**src/rtl/acc_pkg.sv**
```systemverilog
// rtl/acc_pkg.sv - opcode enum and constants for acc_stack_unit
package acc_pkg;
    localparam int OP_W = 3;

    typedef enum logic [OP_W-1:0] {
        NOP  = 3'd0,
        LOAD = 3'd1,
        ADD  = 3'd2,
        SUB  = 3'd3,
        SHL  = 3'd4,
        SHR  = 3'd5,
        PUSH = 3'd6,
        POP  = 3'd7
    } acc_op_t;
endpackage

```
**src/rtl/acc_stack.sv**
```systemverilog
// rtl/acc_stack.sv - LIFO save/restore storage with depth counter, falling-edge clocked
module acc_stack #(
    parameter int WIDTH = 8,
    parameter int DEPTH = 4,
    parameter int DW    = $clog2(DEPTH+1)
) (
    input  logic             clk,
    input  logic             rst_n,
    input  logic             push,
    input  logic             pop,
    input  logic [WIDTH-1:0] wdata,
    output logic [WIDTH-1:0] top_data,
    output logic [DW-1:0]    depth,
    output logic             full,
    output logic             empty,
    output logic             err
);
    localparam int AW = (DEPTH > 1) ? $clog2(DEPTH) : 1;

    logic [WIDTH-1:0] mem [DEPTH];
    logic [AW-1:0]    top_idx;
    logic [AW-1:0]    wr_idx;

    assign full     = (depth == DW'(DEPTH));
    assign empty    = (depth == '0);
    assign top_idx  = AW'(depth - DW'(1));
    assign wr_idx   = AW'(depth);
    assign top_data = mem[top_idx];

    always_ff @(negedge clk) begin
        if (!rst_n) begin
            depth <= '0;
            err   <= 1'b0;
        end else begin
            err <= (push && full) || (pop && empty);
            if (push && !full)
                depth <= depth + DW'(1);
            else if (pop && !empty)
                depth <= depth - DW'(1);
        end
    end

    // Storage is not reset; a push coinciding with reset must not write.
    always_ff @(negedge clk) begin
        if (rst_n && push && !full)
            mem[wr_idx] <= wdata;
    end
endmodule

```
**src/rtl/acc_stack_unit.sv**
```systemverilog
// rtl/acc_stack_unit.sv - accumulator with source mux, flags and save stack; ACC_SAT_EN enables saturating ADD/SUB
module acc_stack_unit
    import acc_pkg::*;
#(
    parameter int WIDTH = 8,
    parameter int NSRC  = 4,
    parameter int DEPTH = 4,
    parameter int SW    = (NSRC > 1) ? $clog2(NSRC) : 1,
    parameter int DW    = $clog2(DEPTH+1)
) (
    input  logic                  CLK,
    input  logic                  RST_N,
    input  logic [NSRC*WIDTH-1:0] src_in,
    input  logic [SW-1:0]         src_sel,
    input  logic [OP_W-1:0]       op,
    output logic [WIDTH-1:0]      acc_out,
    output logic                  carry_out,
    output logic                  zero_out,
    output logic [DW-1:0]         depth_out,
    output logic                  err_out
);
    acc_op_t          op_e;
    logic [WIDTH-1:0] src;
    logic [WIDTH:0]   sum;
    logic [WIDTH:0]   diff;
    logic [WIDTH-1:0] next_acc;
    logic             next_carry;
    logic [WIDTH-1:0] stack_top;
    logic             stack_full;
    logic             stack_empty;

    assign op_e = acc_op_t'(op);

    // Unmatched selects (>= NSRC) fall back to source 0.
    always_comb begin
        src = src_in[0 +: WIDTH];
        for (int k = 1; k < NSRC; k++) begin
            if (src_sel == SW'(k))
                src = src_in[k*WIDTH +: WIDTH];
        end
    end

    assign sum  = {1'b0, acc_out} + {1'b0, src};
    assign diff = {1'b0, acc_out} - {1'b0, src};

    always_comb begin
        next_acc   = acc_out;
        next_carry = carry_out;
        case (op_e)
            NOP:  ;
            LOAD: begin
                next_acc   = src;
                next_carry = 1'b0;
            end
            ADD: begin
                next_carry = sum[WIDTH];
`ifdef ACC_SAT_EN
                next_acc   = sum[WIDTH] ? '1 : sum[WIDTH-1:0];
`else
                next_acc   = sum[WIDTH-1:0];
`endif
            end
            SUB: begin
                next_carry = diff[WIDTH];
`ifdef ACC_SAT_EN
                next_acc   = diff[WIDTH] ? '0 : diff[WIDTH-1:0];
`else
                next_acc   = diff[WIDTH-1:0];
`endif
            end
            SHL: begin
                next_carry = acc_out[WIDTH-1];
                next_acc   = {acc_out[WIDTH-2:0], 1'b0};
            end
            SHR: begin
                next_carry = acc_out[0];
                next_acc   = {1'b0, acc_out[WIDTH-1:1]};
            end
            PUSH: ;
            POP: begin
                if (!stack_empty)
                    next_acc = stack_top;
            end
        endcase
    end

    always_ff @(negedge CLK) begin
        if (!RST_N) begin
            acc_out   <= '0;
            carry_out <= 1'b0;
            zero_out  <= 1'b1;
        end else begin
            acc_out   <= next_acc;
            carry_out <= next_carry;
            zero_out  <= (next_acc == '0);
        end
    end

    acc_stack #(
        .WIDTH (WIDTH),
        .DEPTH (DEPTH),
        .DW    (DW)
    ) u_stack (
        .clk      (CLK),
        .rst_n    (RST_N),
        .push     (op_e == PUSH),
        .pop      (op_e == POP),
        .wdata    (acc_out),
        .top_data (stack_top),
        .depth    (depth_out),
        .full     (stack_full),
        .empty    (stack_empty),
        .err      (err_out)
    );

    // The full flag and the exported occupancy must always agree.
    full_matches_depth: assert property (@(negedge CLK) stack_full == (depth_out == DW'(DEPTH)));
endmodule
```
**config.mk**
```make
export PLATFORM = sky130hd
export DESIGN_NAME = acc_stack_unit
export DESIGN_NICKNAME = d
export VERILOG_FILES = /design/src/rtl/acc_pkg.sv /design/src/rtl/acc_stack.sv /design/src/rtl/acc_stack_unit.sv
export SDC_FILE = /design/constraint.sdc
export NUM_CORES = 1
export LEC_CHECK = 0
export CORE_UTILIZATION = 48
export CTS_BUF_LIST = sky130_fd_sc_hd__clkbuf_2
export DETAILED_ROUTE_END_ITERATION = 12
export GPL_ROUTABILITY_DRIVEN = 0
export GPL_TIMING_DRIVEN = 0
export HOLD_SLACK_MARGIN = 0.05
export PLACE_DENSITY = 0.73
export SLEW_MARGIN = 20
export SYNTH_ARGS = -nofsm -noshare
export SYNTH_HDL_FRONTEND = slang
export SYNTH_SLANG_ARGS = --single-unit
```
**constraint.sdc**
```tcl
create_clock -name CLK -period 4.8 [get_ports CLK]
set_input_delay 0.48 -clock CLK [delete_from_list [all_inputs] [get_ports CLK]]
set_output_delay 0.48 -clock CLK [all_outputs]
set_load 0.01 [all_outputs]
```
### Word-level counts from Yosys, hierarchy flattened

Memories as Yosys holds them, arrays and structs flattened.
Cells that the tools add are included.

* memories: 1
* output and inout bits: 14
* ROM bits: 0
* latch bits: 0
* flip-flop bits (word level): 14
* RAM bits: 32

* bitwise operators: 0
* div/mod/pow operators: 0
* muxes and demuxes: 10
* $add $sub $neg: 4
* reduce and logical (&&, ||, !) cells: 13
* shift operators: 0
* equality and inequality tests: 11
* multipliers: 0
* magnitude comparators: 0

Memories
* u_stack.mem: depth 4, bits a word 8, read ports 1, clocked after memory_dff 0, write ports 1, RTL line acc_stack.sv:20 `logic [WIDTH-1:0] mem [DEPTH];`

Operators by type and width (number)
* $pmux W8 S6: 1
* $mux W8: 4
* $eq A3 B3 Y1 const B: 5
* $add A8 B8 Y9: 1
* $sub A8 B8 Y9: 1
* $logic_not A8 Y1: 1
* $eq A3 B2 Y1 const B: 2
* $logic_and A1 B1 Y1: 6
* $mux W3: 2
* $pmux W1 S5: 1
* $reduce_bool A5 Y1: 1
* $eq A2 B2 Y1 const B: 2
* $add A3 B1 Y3 const B: 1
* $eq A3 B1 Y1 const B: 1
* $logic_not A3 Y1: 1
* $sub A3 B1 Y3 const B: 1
* $eq A2 B1 Y1 const B: 1
* $logic_not A1 Y1: 2
* $mux W1: 2
* $reduce_bool A2 Y1: 1
* $logic_or A1 B1 Y1: 1

### Depth between registers and ports, before layout

* depth after elaboration: 7
* depth in mapped cells: 12
* depth with buffers taken out: 11

### By module

A second synthesis with hierarchy kept.

* cells, all modules: 323
* area, all modules: 3385.7 um2

By module, submodules not included
* acc_stack_unit: cells each 243, seq. area each 200.2 um2, instances 1, area an instance 1883.1 um2
* acc_stack: cells each 80, seq. area each 1041.0 um2, instances 1, area an instance 1502.7 um2

==> summary.txt <==
first-pass GRT wire length -> 13.5 mm
GR peak layer -> met2
Top delay family on crit path -> compound AO/OA/AOI/OAI gates
I/O Buffers -> 50
Clock Power Share -> 30.9%
outcome -> complete, but fails checks
crit-path max cell delay -> 570 ps
first-pass detailed-route iteration total -> 8
setup violators final -> 39
Synth Register Bits -> 46
Worst-path clk slew -> 60 ps
ranking of synthesized cells by area -> edfxtp_1 29%, ha_1 9.2%, dfxtp_1 8.6%
Pwr Density -> 294 nW/um^2
vias -> 2900
Layout Utilization -> 70.4%
# rows -> 29
Cell variety after synth -> 57
gr ovfl total -> 0
CTS tree -> done
initial antenna violation count -> 0
die width -> 84.6 um
synthesized area per cell -> 10.9 um^2
Mapped Area -> 3270 um^2
Crit. End Element -> register
startpoint types -> primary input
worst endpoint data arrival time -> 3350 ps
Worst Max-Slew Pin Slew -> 676 ps
syn nets -> 366
post-layout instance area -> 4540 um^2
remaining antenna violation count -> 0
combinational share of power -> 33.3%
CP Buf/Inv Count -> 1
Die H -> 84.6 um
Seq pwr share -> 35.8%
H-tree levels -> 2
P_leak -> 1.95 nW
M2 GR Usage -> 42.4%
setup ws final -> -616 ps
pin count of the biggest net entering global routing -> 15
core area -> 6460 um^2
P_int -> 0.871 mW
Root Buffer -> clkbuf_2
Routed WL per cell -> 16.6 um
detailed placement HPWL -> 5.76 mm
YS warnings -> 0
DR vias/cell -> 5.81
final wirelength -> 8.29 mm
Die Footprint -> 7150 um^2
Worst EP required -> 2730 ps
final net count -> 486
# clock sinks -> 46
layout cell share with drive strength beyond 1 -> 24.4%
M1 GR Usage -> 26.9%
All-Layer GR Usage -> 24.1%
Initial Util -> 50.7%
FF-to-FF Start -> acc_out[0]
crit path kind -> primary input to register
failing checks -> design-rule violations, negative setup slack
CP Launch Point -> src_sel[0]
Mapped Cells -> 301
Ports -> 53
Synth Flop Type -> edfxtp_1
Final Max Slew Viols -> 0
Setup Skew -> 55.5 ps
DRC violations left -> 2
TritonCTS buffer count -> 5
vias in the first global route -> 3020
clock buffer depth -> 2
relative slew slack -> 54.6%
fraction of registers with async set/reset -> 0%
Yosys top cell by area -> edfxtp_1
area grow syn2layout -> 38.9%
RSZ-0062 raised after global routing -> true
cts hold-fix bufs -> 0
n_diodes -> 0
slowest cell on the critical path -> or4b_4
hold crit path type -> register to register
sw frac -> 34.7%
top cell type's share of synthesized area -> 29.4%
M3 GR Usage -> 6.10%
sequential-to-total area share from yosys stat -> 37.9%
Psw -> 0.463 mW
Area after DPL -> 3980 um^2
worst skew pair latency -> 480 ps
DRT iter0 DRCs -> 141
crit-path cells -> buf_12 > mux4_2 > ha_4 > fa_2 > o21bai_4 > a21oi_4 > mux2i_1 > nor3_1 > o32a_1 > or4b_4 > a2111oi_4
Post-synth EDFFs -> 32
hold_sp -> u_stack.depth[1]
peak fanout along the critical path -> 3
worst vdd ir -> 0.154 mV
final hold vios -> 0
Max-Cap Viols -> 0
power groups by stage:
stage / logic [mW] / clock network [mW] / registers [mW]
after global placement: 0.348 / 0.0589 / 0.485
after global routing: 0.482 / 0.462 / 0.481
after detailed placement: 0.355 / 0.0589 / 0.486
after floorplan: 0.239 / 0.0589 / 0.481
after CTS: 0.415 / 0.426 / 0.478
final: 0.444 / 0.412 / 0.478
cell usage after synthesis, types with 6 or more instances:
cell,instances
a21oi_1,14
nand2_1,21
nand3_1,12
and2_1,6
clkbuf_1,7
dfxtp_1,14
mux4_1,6
ha_1,24
and3_1,6
nor2b_1,6
edfxtp_1,32
inv_1,21
mux4_2,10
nor2_1,14
o21ai_0,13
nor3_1,8
timing repair:
| item | CTS | global route |
|---|---|---|
| endpoints found under the setup margin | 42 | 41 |
| resized for setup | 51 | 26 |
| pin swaps | 20 | 24 |
| setup buffers | 15 | 5 |
path summary, 6_finish.rpt:
check | end | slack, ps | cells after the start
worst max-delay path | zero_out | -620 | 11
worst max register to register | zero_out | 1660 | 10
worst min register to register | u_stack.depth[1] | 530 | 2
worst min-delay path | u_stack.depth[1] | 530 | 2
placed cells by master, fill, tap and decap left out, types with 3 or more instances in the layout:
master	synthesis	routed
and2_1	6	5
nor3_1	8	6
a21oi_2	0	3
a21o_1	5	5
dfxtp_1	14	14
o31ai_1	5	3
o21ai_0	13	10
buf_6	3	4
nand2b_1	5	4
ha_4	0	7
clkbuf_1	7	3
nand2_1	21	19
nand3_1	12	12
o21bai_1	5	4
clkbuf_8	4	4
nor2b_1	6	5
clkbuf_2	0	9
buf_4	0	14
a22o_1	3	3
a221oi_1	4	4
dlygate4sd2_1	0	7
buf_2	0	4
a31oi_1	5	5
edfxtp_1	32	32
inv_1	21	64
ha_1	24	16
nor2_1	14	14
and3_2	0	4
dlymetal6s2s_1	0	4
a21oi_1	14	10
clkdlybuf4s50_1	0	34
mux4_2	10	14
mux2i_1	5	5
layer usage:
metal / vias up / routed length [um]
met2: 125 / 4190
li1: 1375 / -
met5: - / 0
met3: 18 / 447
met1: 1382 / 3460
met4: 0 / 193
cell families (layout without fill, tap and decap cells):
logic type | Yosys count | after routing | synth area share [%]
AO/OA/AOI/OAI | 77 | 77 | 16.6
XOR/XNOR | 2 | 2 | 0.535
adder cells (fa/ha/maj) | 26 | 26 | 10.4
buffers and inverters | 38 | 159 | 6.73
flip-flops | 46 | 46 | 37.9
multiplexers | 23 | 23 | 13.9
AND/OR/NAND/NOR | 89 | 89 | 13.9
worst min-delay path, stage by stage, from the launching register on:
cell      delay, ps
dfxtp_1         350
nand2_1          60
a21boi_0         70
state kept, by name (all words and copies together) (netlist names):
signal         flops
u_stack.err        1
acc_out            8
u_stack.mem       32
u_stack.depth      3
zero_out           1
carry_out          1
area by class of cell:
cell class	count	area, um^2
Multi-Input combinational cell	217	2070
Tap cell	77	96.3
Timing Repair Buffer	68	644
Sequential cell	46	1240
Clock inverter	49	239
Clock buffer	5	25.0
Inverter	21	81.3
Fill cell	493	1910
Buffer	16	151
stage by stage:
| step | power [mW] | TNS (ps) | hold WS [ps] | instances | setup WS, ps |
|---|---|---|---|---|---|
| 2_1_floorplan | 0.779 | -1990 | 530 | 301 | -892 |
| 3_3_place_gp | 0.892 | -36530 | 512 | 428 | -1480 |
| 3_5_place_dp | 0.900 | -38760 | 529 | 428 | -1510 |
| 4_1_cts | 1.32 | -1870 | 537 | 496 | -661 |
| 5_1_grt | 1.42 | -9220 | 551 | 499 | -658 |
| 6_report | 1.33 | -4060 | 529 | 499 | -616 |
No activity file was read; power rests on OpenSTA's default activity.
